[config.mk]
export PLATFORM = sky130hd
export DESIGN_NAME = mcp_reg_sequencer
export DESIGN_NICKNAME = d
export VERILOG_FILES = /design/src/rtl/mcp_reg_sequencer.sv
export SDC_FILE = /design/constraint.sdc
export NUM_CORES = 1
export LEC_CHECK = 0
export CELL_PAD_IN_SITES_DETAIL_PLACEMENT = 0
export CELL_PAD_IN_SITES_GLOBAL_PLACEMENT = 1
export CORE_MARGIN = 4
export CORE_UTILIZATION = 24
export DETAILED_ROUTE_END_ITERATION = 7
export GPL_TIMING_DRIVEN = 0
export PLACE_DENSITY = 0.89
export SYNTH_ARGS = -nofsm -noshare
export SYNTH_HDL_FRONTEND = slang
export SYNTH_SLANG_ARGS = --single-unit
[constraint.sdc]
create_clock -name CLK -period 2.9 [get_ports CLK]
set_input_delay 0.58 -clock CLK [delete_from_list [all_inputs] [get_ports CLK]]
set_output_delay 0.58 -clock CLK [all_outputs]
set_load 0.005 [all_outputs]
[src/rtl/mcp_reg_sequencer.sv]
// Purpose : arbitrate NREQ requesters onto one multicycle-path destination register,
//           holding mcp_val stable for SETTLE cycles before a single-cycle mcp_set strobe.
// Latency : req seen in IDLE cycle 0 -> SETTLE cycles 1..SETTLE -> mcp_set/ack in cycle SETTLE+1.
// Backpressure: level-sensitive requests simply wait while busy; none are dropped.
//
// Ports:
//   CLK, RST   clock, synchronous active-high reset
//   req        per-requester level request, held through its ack cycle
//   req_data   requester i data at [i*WIDTH +: WIDTH], sampled only on the grant cycle
//   ack        one-hot single-cycle pulse in the commit cycle
//   busy       high while a transfer is settling or committing
//   grant_id   index of the current / most recently granted requester
//   mcp_val    held data feeding the MCP register's val input
//   mcp_set    single-cycle load strobe feeding the MCP register's SET input
//
// Build option: define MCP_SEQ_RR_EN for round-robin arbitration; otherwise
// fixed priority with the lowest index winning.

module mcp_reg_sequencer #(
    parameter int NREQ   = 4,
    parameter int WIDTH  = 32,
    parameter int SETTLE = 3
) (
    input  logic                      CLK,
    input  logic                      RST,
    input  logic [NREQ-1:0]           req,
    input  logic [NREQ*WIDTH-1:0]     req_data,
    output logic [NREQ-1:0]           ack,
    output logic                      busy,
    output logic [$clog2(NREQ)-1:0]   grant_id,
    output logic [WIDTH-1:0]          mcp_val,
    output logic                      mcp_set
);

    localparam int IDW = $clog2(NREQ);
    localparam int CW  = $clog2(SETTLE + 1);

    typedef enum logic [1:0] {
        S_IDLE   = 2'd0,
        S_SETTLE = 2'd1,
        S_COMMIT = 2'd2
    } state_t;

    state_t           state;
    state_t           state_nxt;
    logic [CW-1:0]    cnt;
    logic [WIDTH-1:0] hold;

    // Arbitration result for the current cycle; only consumed in IDLE.
    logic             win_vld;
    logic [IDW-1:0]   win_id;

`ifdef MCP_SEQ_RR_EN
    // Pointer to the last granted requester; the search starts just past it.
    // Resetting to NREQ-1 makes requester 0 the first candidate.
    logic [IDW-1:0]   rr_ptr;

    always_comb begin
        win_vld = 1'b0;
        win_id  = '0;
        // Walk from the farthest candidate back to the nearest so the
        // nearest asserted request after the pointer is the final assignment.
        for (int k = NREQ; k >= 1; k--) begin
            if (req[(int'(rr_ptr) + k) % NREQ]) begin
                win_vld = 1'b1;
                win_id  = IDW'((int'(rr_ptr) + k) % NREQ);
            end
        end
    end

    always_ff @(posedge CLK) begin
        if (RST) begin
            rr_ptr <= IDW'(NREQ - 1);
        end else if (state == S_IDLE && win_vld) begin
            rr_ptr <= win_id;
        end
    end
`else
    always_comb begin
        win_vld = 1'b0;
        win_id  = '0;
        // Descending scan: the lowest asserted index is written last and wins.
        for (int i = NREQ - 1; i >= 0; i--) begin
            if (req[i]) begin
                win_vld = 1'b1;
                win_id  = IDW'(i);
            end
        end
    end
`endif

    // ------------------------------------------------------------------
    // State register
    // ------------------------------------------------------------------
    always_ff @(posedge CLK) begin
        if (RST) begin
            state <= S_IDLE;
        end else begin
            state <= state_nxt;
        end
    end

    // ------------------------------------------------------------------
    // Datapath registers: hold data, grant index, settle counter.
    // hold only loads on the IDLE->SETTLE edge, so req_data changes after
    // the grant never reach mcp_val, and the last committed value persists.
    // ------------------------------------------------------------------
    always_ff @(posedge CLK) begin
        if (RST) begin
            hold     <= '0;
            grant_id <= '0;
            cnt      <= '0;
        end else begin
            case (state)
                S_IDLE: begin
                    if (win_vld) begin
                        hold     <= req_data[win_id*WIDTH +: WIDTH];
                        grant_id <= win_id;
                        cnt      <= CW'(SETTLE - 1);
                    end
                end
                S_SETTLE: begin
                    if (cnt != '0) begin
                        cnt <= cnt - CW'(1);
                    end
                end
                default: begin
                end
            endcase
        end
    end

    // ------------------------------------------------------------------
    // Next-state logic
    // ------------------------------------------------------------------
    always_comb begin
        state_nxt = state;
        case (state)
            S_IDLE: begin
                if (win_vld) begin
                    state_nxt = S_SETTLE;
                end
            end
            S_SETTLE: begin
                if (cnt == '0) begin
                    state_nxt = S_COMMIT;
                end
            end
            S_COMMIT: begin
                state_nxt = S_IDLE;
            end
            default: begin
                state_nxt = S_IDLE;
            end
        endcase
    end

    // ------------------------------------------------------------------
    // Outputs: decoded from state and registers only, never from req,
    // so the MCP register's inputs see no combinational path from clients.
    // ------------------------------------------------------------------
    always_comb begin
        busy    = 1'b0;
        mcp_set = 1'b0;
        ack     = '0;
        case (state)
            S_SETTLE: begin
                busy = 1'b1;
            end
            S_COMMIT: begin
                busy          = 1'b1;
                mcp_set       = 1'b1;
                ack[grant_id] = 1'b1;
            end
            default: begin
            end
        endcase
    end

    assign mcp_val = hold;

endmodule

==> results of run 1 <==
## kinds of logic after synthesis
family / count (synthesis) / share of synthesized area [%]
AOI/OAI and AO/OA: 137 / 40.12
adders and majority gates: 6 / 3.197
buffers and inverters: 39 / 7.778
DFF: 38 / 32.39
muxes: 2 / 0.8525
and+or+nand+nor: 84 / 15.66
## cell type report
class / instances / share of cell area (%)
Tap cell: 129 / 3.742
Multi-Input combinational cell: 229 / 32.58
Buffer: 31 / 3.539
Timing Repair Buffer: 171 / 39.69
Sequential cell: 38 / 17.64
Inverter: 8 / 0.6963
Clock inverter: 1 / 0.1160
Clock buffer: 7 / 2.002
## power by group through the flow
stage               sequential (mW)  combinational, mW  clock, mW
global placement              0.707              0.913          0
global route                  0.714               1.00      0.430
detailed placement            0.713              0.932          0
finish                        0.701              0.929      0.387
CTS                           0.702              0.938      0.406
floorplan                     0.714              0.393          0
## metal layers
metal	up-vias	share of wire, %	track usage [%]
li1	1522	-	-
met2	133	51	32.55
met3	13	7.4	4.154
met5	-	0	0
met1	1516	40	20.97
met4	0	1.3	4.932
## registers in the layout, indices dropped and copies added, names as in the netlist
register,count
cnt,2
state,2
grant_id,2
mcp_val,32
## worst paths after layout
check	from	end	slack (ns)	cells past startpoint
worst max-delay path	state[0]	ack[0]	0.65	4
worst min-delay path	mcp_val[23]	mcp_val[23]	0.47	1
worst max register to register	state[0]	mcp_val[22]	1.06	6
worst min register to register	mcp_val[23]	mcp_val[23]	0.47	1
## cells in the final DEF (no fill, tap or decap), types with 7 or more instances in the layout
cell type        instances
clkdlybuf4s50_1        171
nand2_1                 65
o22ai_1                 64
dfxtp_1                 38
a32o_1                  32
o21ai_0                 23
clkbuf_1                14
o21ai_1                 11
buf_2                    9
inv_1                    8
nor2_1                   7
## synth_stat cells (2+ instances only)
cell | count | area share (%)
buf_4 | 6 | 1.9
inv_1 | 8 | 1.3
dfxtp_1 | 38 | 32
nor2_1 | 7 | 1.1
buf_2 | 9 | 1.9
nor2b_1 | 2 | 0.53
a32o_1 | 32 | 14
o21ai_0 | 23 | 4.9
clkbuf_2 | 2 | 0.43
and3_1 | 2 | 0.53
ha_1 | 6 | 3.2
a21oi_1 | 2 | 0.43
o21ai_1 | 11 | 2.3
mux2i_1 | 2 | 0.85
o22ai_1 | 64 | 17
nand2_1 | 65 | 10
nand2b_1 | 4 | 1.1
clkbuf_1 | 13 | 2.1
## metrics by stage
step | std cells | hold slack (ns) | instance area (µm²)
after global routing | 614 | 0.4840 | 4313
final | 614 | 0.4706 | 4313
after global placement | 606 | 0.4478 | 4222
after CTS | 614 | 0.4730 | 4313
after detailed placement | 606 | 0.4527 | 4222
after floorplan | 306 | 0.4502 | 2349
## critical path: stages (launching register included)
cell and delay [ns]:
dfxtp_1 0.39, inv_1 0.11, ha_1 0.25, and3_1 0.19, clkdlybuf4s50_1 0.44
==> summary.txt, run 1 <==
Outcome
  – Status: finished, final reports clean

Global route
  – Vias in the first global route: 3218
  – Overflow after GRT: 0
  – Tot GR Track Use: 17.92%
  – Largest net degree at the start of global routing: 12
  – Initial antenna violation count: 0
  – First-pass GRT wire length: 16.26 mm

Clock network
  – Postcts setup bufs: 0
  – CTS tree: done
  – CTS Buffer Depth: 2
  – Total CTS buffers: 5
  – Reg clk slew, reported paths: 0.08 ns
  – Hold buffer count at CTS: 0
  – CTS Sinks: 38
  – H-tree Lvls: 2
  – Post-CTS Resized: 0
  – Clk_lat worst skew: 0.28 ns
  – Root Driver: clkbuf_8

Routing
  – # DRC: 0
  – DR vias/cell: 5.186
  – DR vias: 3184
  – Drt total wl: 10.82 mm
  – Iteration-0 DRC Markers: 123
  – ANT nets after route: 0
  – WL/cell: 17.62 µm
  – Count of TritonRoute iterations in the first routing pass: 5

Die
  – Vert. Die Dim: 106.9 µm
  – Die X: 106.9 µm
  – Row Count: 35
  – Ports: 174
  – Starting Density: 25.06%
  – Total die area: 11430 µm²
  – Core Area: 9371 µm²

Synthesis
  – Post-Synthesis Cells: 306
  – Ys async rst share: 0%
  – Avg Cell Area, Syn: 7.675 µm²
  – Synthesized flop and latch total: 38
  – Post-synthesis sequential area ratio: 32.39%
  – Post-Synthesis Cell Area: 2349 µm²
  – Post-synth top flop: dfxtp_1
  – EDFF count, synth: 0
  – Synth warnings: 0
  – Yosys cell types: 28
  – Syn Nets: 446

Power
  – Reg power frac: 34.8%
  – VDD IR max: 214.2 µV
  – Total Power: 2.017 mW
  – Switching part of the total: 32.07%
  – Pint: 1.370 mW
  – Pleak: 1.537 nW
  – Fraction of power consumed by the clock network: 19.2%
  – Power per cell area: 467.8 nW/µm²
  – Comb pwr share: 46.1%
  – Switch Pwr: 646.9 µW

Finish
  – N_diodes: 0
  – Fillers: 960
  – Seq. cell area: 760.7 µm²
  – Area of the multi-input gates: 1405 µm²
  – Area grow syn2layout: 83.64%
  – Fin util: 46.02%
  – Nets: 624
  – Share of cells above drive strength 1: 5.567%

STA
  – Final Hold Vio Count: 0
  – Share of the clock period used by the worst path: 77.56%
  – Final worst setup slack: 0.6508 ns
  – Max Transition Viols Final: 0
  – Fin Setup TNS: 0 ns
  – Clock skew: 0.004672 ns
  – Max Freq: 444.6 MHz
  – Relative slew margins: 64.16%
  – RSZ-0062 raised after global routing: no
  – Final Setup Violations: 0
  – Worst-Margin Slew: 0.5376 ns
  – Post-layout min period: 2.249 ns

Setup path
  – Max FO, Critical Path: 4
  – Startpoint Class: register
  – Critical path endpoint category: output port
  – Crit path arrival time: 1.67 ns
  – Worst EP required: 2.32 ns
  – Setup Crit Path Kind: register to output port

Flow run
  – Max-cap violations: 0

Worst hold path
  – Worst hold path type: register to register

Placed design
  – Final HPWL DP: 8.224 mm
  – Post-place setup slack: 0.4538 ns
  – Port bufs: 171
  – GP Congestion: 0.7821
(Power assumes the default switching activity.)
==> inputs of run 2 (changes only) <==
--- a/config.mk
+++ b/config.mk
@@ -8,10 +8,10 @@
 export CELL_PAD_IN_SITES_DETAIL_PLACEMENT = 0
 export CELL_PAD_IN_SITES_GLOBAL_PLACEMENT = 1
 export CORE_MARGIN = 4
-export CORE_UTILIZATION = 24
+export CORE_UTILIZATION = 23
 export DETAILED_ROUTE_END_ITERATION = 7
 export GPL_TIMING_DRIVEN = 0
-export PLACE_DENSITY = 0.89
+export PLACE_DENSITY = 0.86
 export SYNTH_ARGS = -nofsm -noshare
 export SYNTH_HDL_FRONTEND = slang
 export SYNTH_SLANG_ARGS = --single-unit
==> constraint.sdc (replaced) <==
create_clock -name CLK -period 2.09 [get_ports CLK]
set_input_delay 0.418 -clock CLK [delete_from_list [all_inputs] [get_ports CLK]]
set_output_delay 0.418 -clock CLK [all_outputs]
set_load 0.005 [all_outputs]
==> run 2 against run 1 <==
Net effect: sequential share of layout area fell by 0.053 points; non-clock buffer count did not move; hold slack got worse by 0.027 ns; critical path depth did not move; clock-buffer cell count did not move; combinational power rose by 38%; critical endpoint unchanged.
==> summary.txt, run 2 (same netlist as run 1, synthesis figures left out) <==
Outcome
  – Status: finished, final reports clean

STA
  – RSZ-0062 raised after global routing: no
  – Max Transition Viols Final: 0
  – Worst-Margin Slew: 0.5347 ns
  – Max Freq: 506.0 MHz
  – Final worst setup slack: 0.1135 ns
  – Relative slew margins: 64.35%
  – Final Setup Violations: 0
  – Final Hold Vio Count: 0
  – Clock skew: 0.005739 ns
  – Share of the clock period used by the worst path: 94.57%
  – Post-layout min period: 1.976 ns

Finish
  – Share of cells above drive strength 1: 7.216%
  – Final std cells w/o fill: 618
  – Max reg flops: 32
  – Finished Cell Area: 4333 µm²
  – Fillers: 996
  – N_diodes: 0
  – Most common cell after layout, fill and taps aside: clkdlybuf4s50_1
  – Fin util: 43.92%
  – Nets: 624
  – Area grow syn2layout: 84.50%
  – Most frequent cells in the layout: 169 x clkdlybuf4s50_1, 65 x nand2_1, 64 x o22ai_1

Global route
  – Overflow after GRT: 0
  – Largest net degree at the start of global routing: 12
  – Tot GR Track Use: 17.48%
  – First-pass GRT wire length: 16.37 mm
  – Vias in the first global route: 3295
  – Initial antenna violation count: 0

Die
  – Die X: 109.1 µm
  – Ports: 174
  – Vert. Die Dim: 109.1 µm
  – Total die area: 11890 µm²
  – Row Count: 36
  – Starting Density: 23.81%
  – Core Area: 9864 µm²

Placed design
  – Placed cells: 610
  – GP Congestion: 0.7354
  – Placed cell area: 4227 µm²
  – Final HPWL DP: 8.153 mm
  – Port bufs: 171
  – Post-place setup slack: -0.2259 ns

Routing
  – # DRC: 0
  – Drt total wl: 10.82 mm
  – ANT nets after route: 0
  – Count of TritonRoute iterations in the first routing pass: 4
  – DR vias: 3107
  – DR vias/cell: 5.028
  – WL/cell: 17.51 µm
  – Iteration-0 DRC Markers: 111

Clock network
  – CTS Buffer Depth: 2
  – CTS tree: done
  – Root Driver: clkbuf_8
  – Total CTS buffers: 5
  – Postcts setup bufs: 0
  – CTS Sinks: 38
  – Post-CTS Resized: 0
  – Reg clk slew, reported paths: 0.08 ns
  – Hold buffer count at CTS: 0
  – Clk_lat worst skew: 0.29 ns
  – H-tree Lvls: 2

Setup path
  – Worst EP required: 1.67 ns
  – Buf+Inv Stages, Crit Path: 2
  – Crit-path cells: inv_2, ha_2, and3_1, clkdlybuf4s50_1
  – Setup Crit Path Kind: register to output port
  – Startpoint Class: register
  – CP top delay family: buffers and inverters
  – Critical path endpoint category: output port
  – Crit path arrival time: 1.56 ns
  – Max FO, Critical Path: 4
  – CP max stage delay: 0.50 ns
  – Worst path slowest cell: clkdlybuf4s50_1

Power
  – Power per cell area: 645.8 nW/µm²
  – VDD IR max: 340.4 µV
  – Total Power: 2.798 mW
  – Pleak: 1.588 nW

Flow run
  – Max-cap violations: 0

Worst hold path
  – Worst hold path type: input pin to register
==> run 2: path summary, 6_finish.rpt <==
| check | start | to | slack [ns] | cells after the start |
|---|---|---|---|---|
| worst min register to register | mcp_val[20] | mcp_val[20] | 0.47 | 1 |
| worst max register to register | state[1] | mcp_val[13] | 0.23 | 6 |
| worst min-delay path | RST | state[0] | 0.44 | 2 |
| worst max-delay path | state[0] | ack[0] | 0.11 | 4 |
==> run 2: metrics by stage <==
stage	hold WS, ns	TNS (ns)
floorplan	0.4502	0
global placement	0.4464	-5.868
detailed placement	0.4530	-5.629
CTS	0.4425	0
global route	0.4434	0
finish	0.4435	0
==> run 2: report_power, final <==
part / leakage (nW) / total (mW) / switching (mW) / internal, mW
combinational: 1.23 / 1.28 / 0.527 / 0.752
clock: 0.0482 / 0.547 / 0.280 / 0.267
sequential: 0.314 / 0.972 / 0.0876 / 0.885
==> run 2: final cells by class <==
cell class / instances / area, µm² / area share (%)
inverter: 8 / 30.03 / 0.6930
sequential: 38 / 762.0 / 17.59
multi-input combinational: 229 / 1408 / 32.49
clock inverter: 1 / 5.005 / 0.1155
clock buffer: 7 / 86.33 / 1.992
timing repair buffer: 171 / 1717 / 39.62
buffer: 31 / 158.9 / 3.667
tap: 133 / 166.4 / 3.841
==> run 2: routing by layer <==
| layer | global-route usage (%) | vias to the layer above | share of wire [%] |
|---|---|---|---|
| li1 | - | 1522 | - |
| met1 | 20.25 | 1451 | 42 |
| met2 | 32.50 | 126 | 48 |
| met3 | 4.500 | 8 | 8.6 |
| met4 | 2.976 | 0 | 0.60 |
| met5 | 0 | - | 0 |
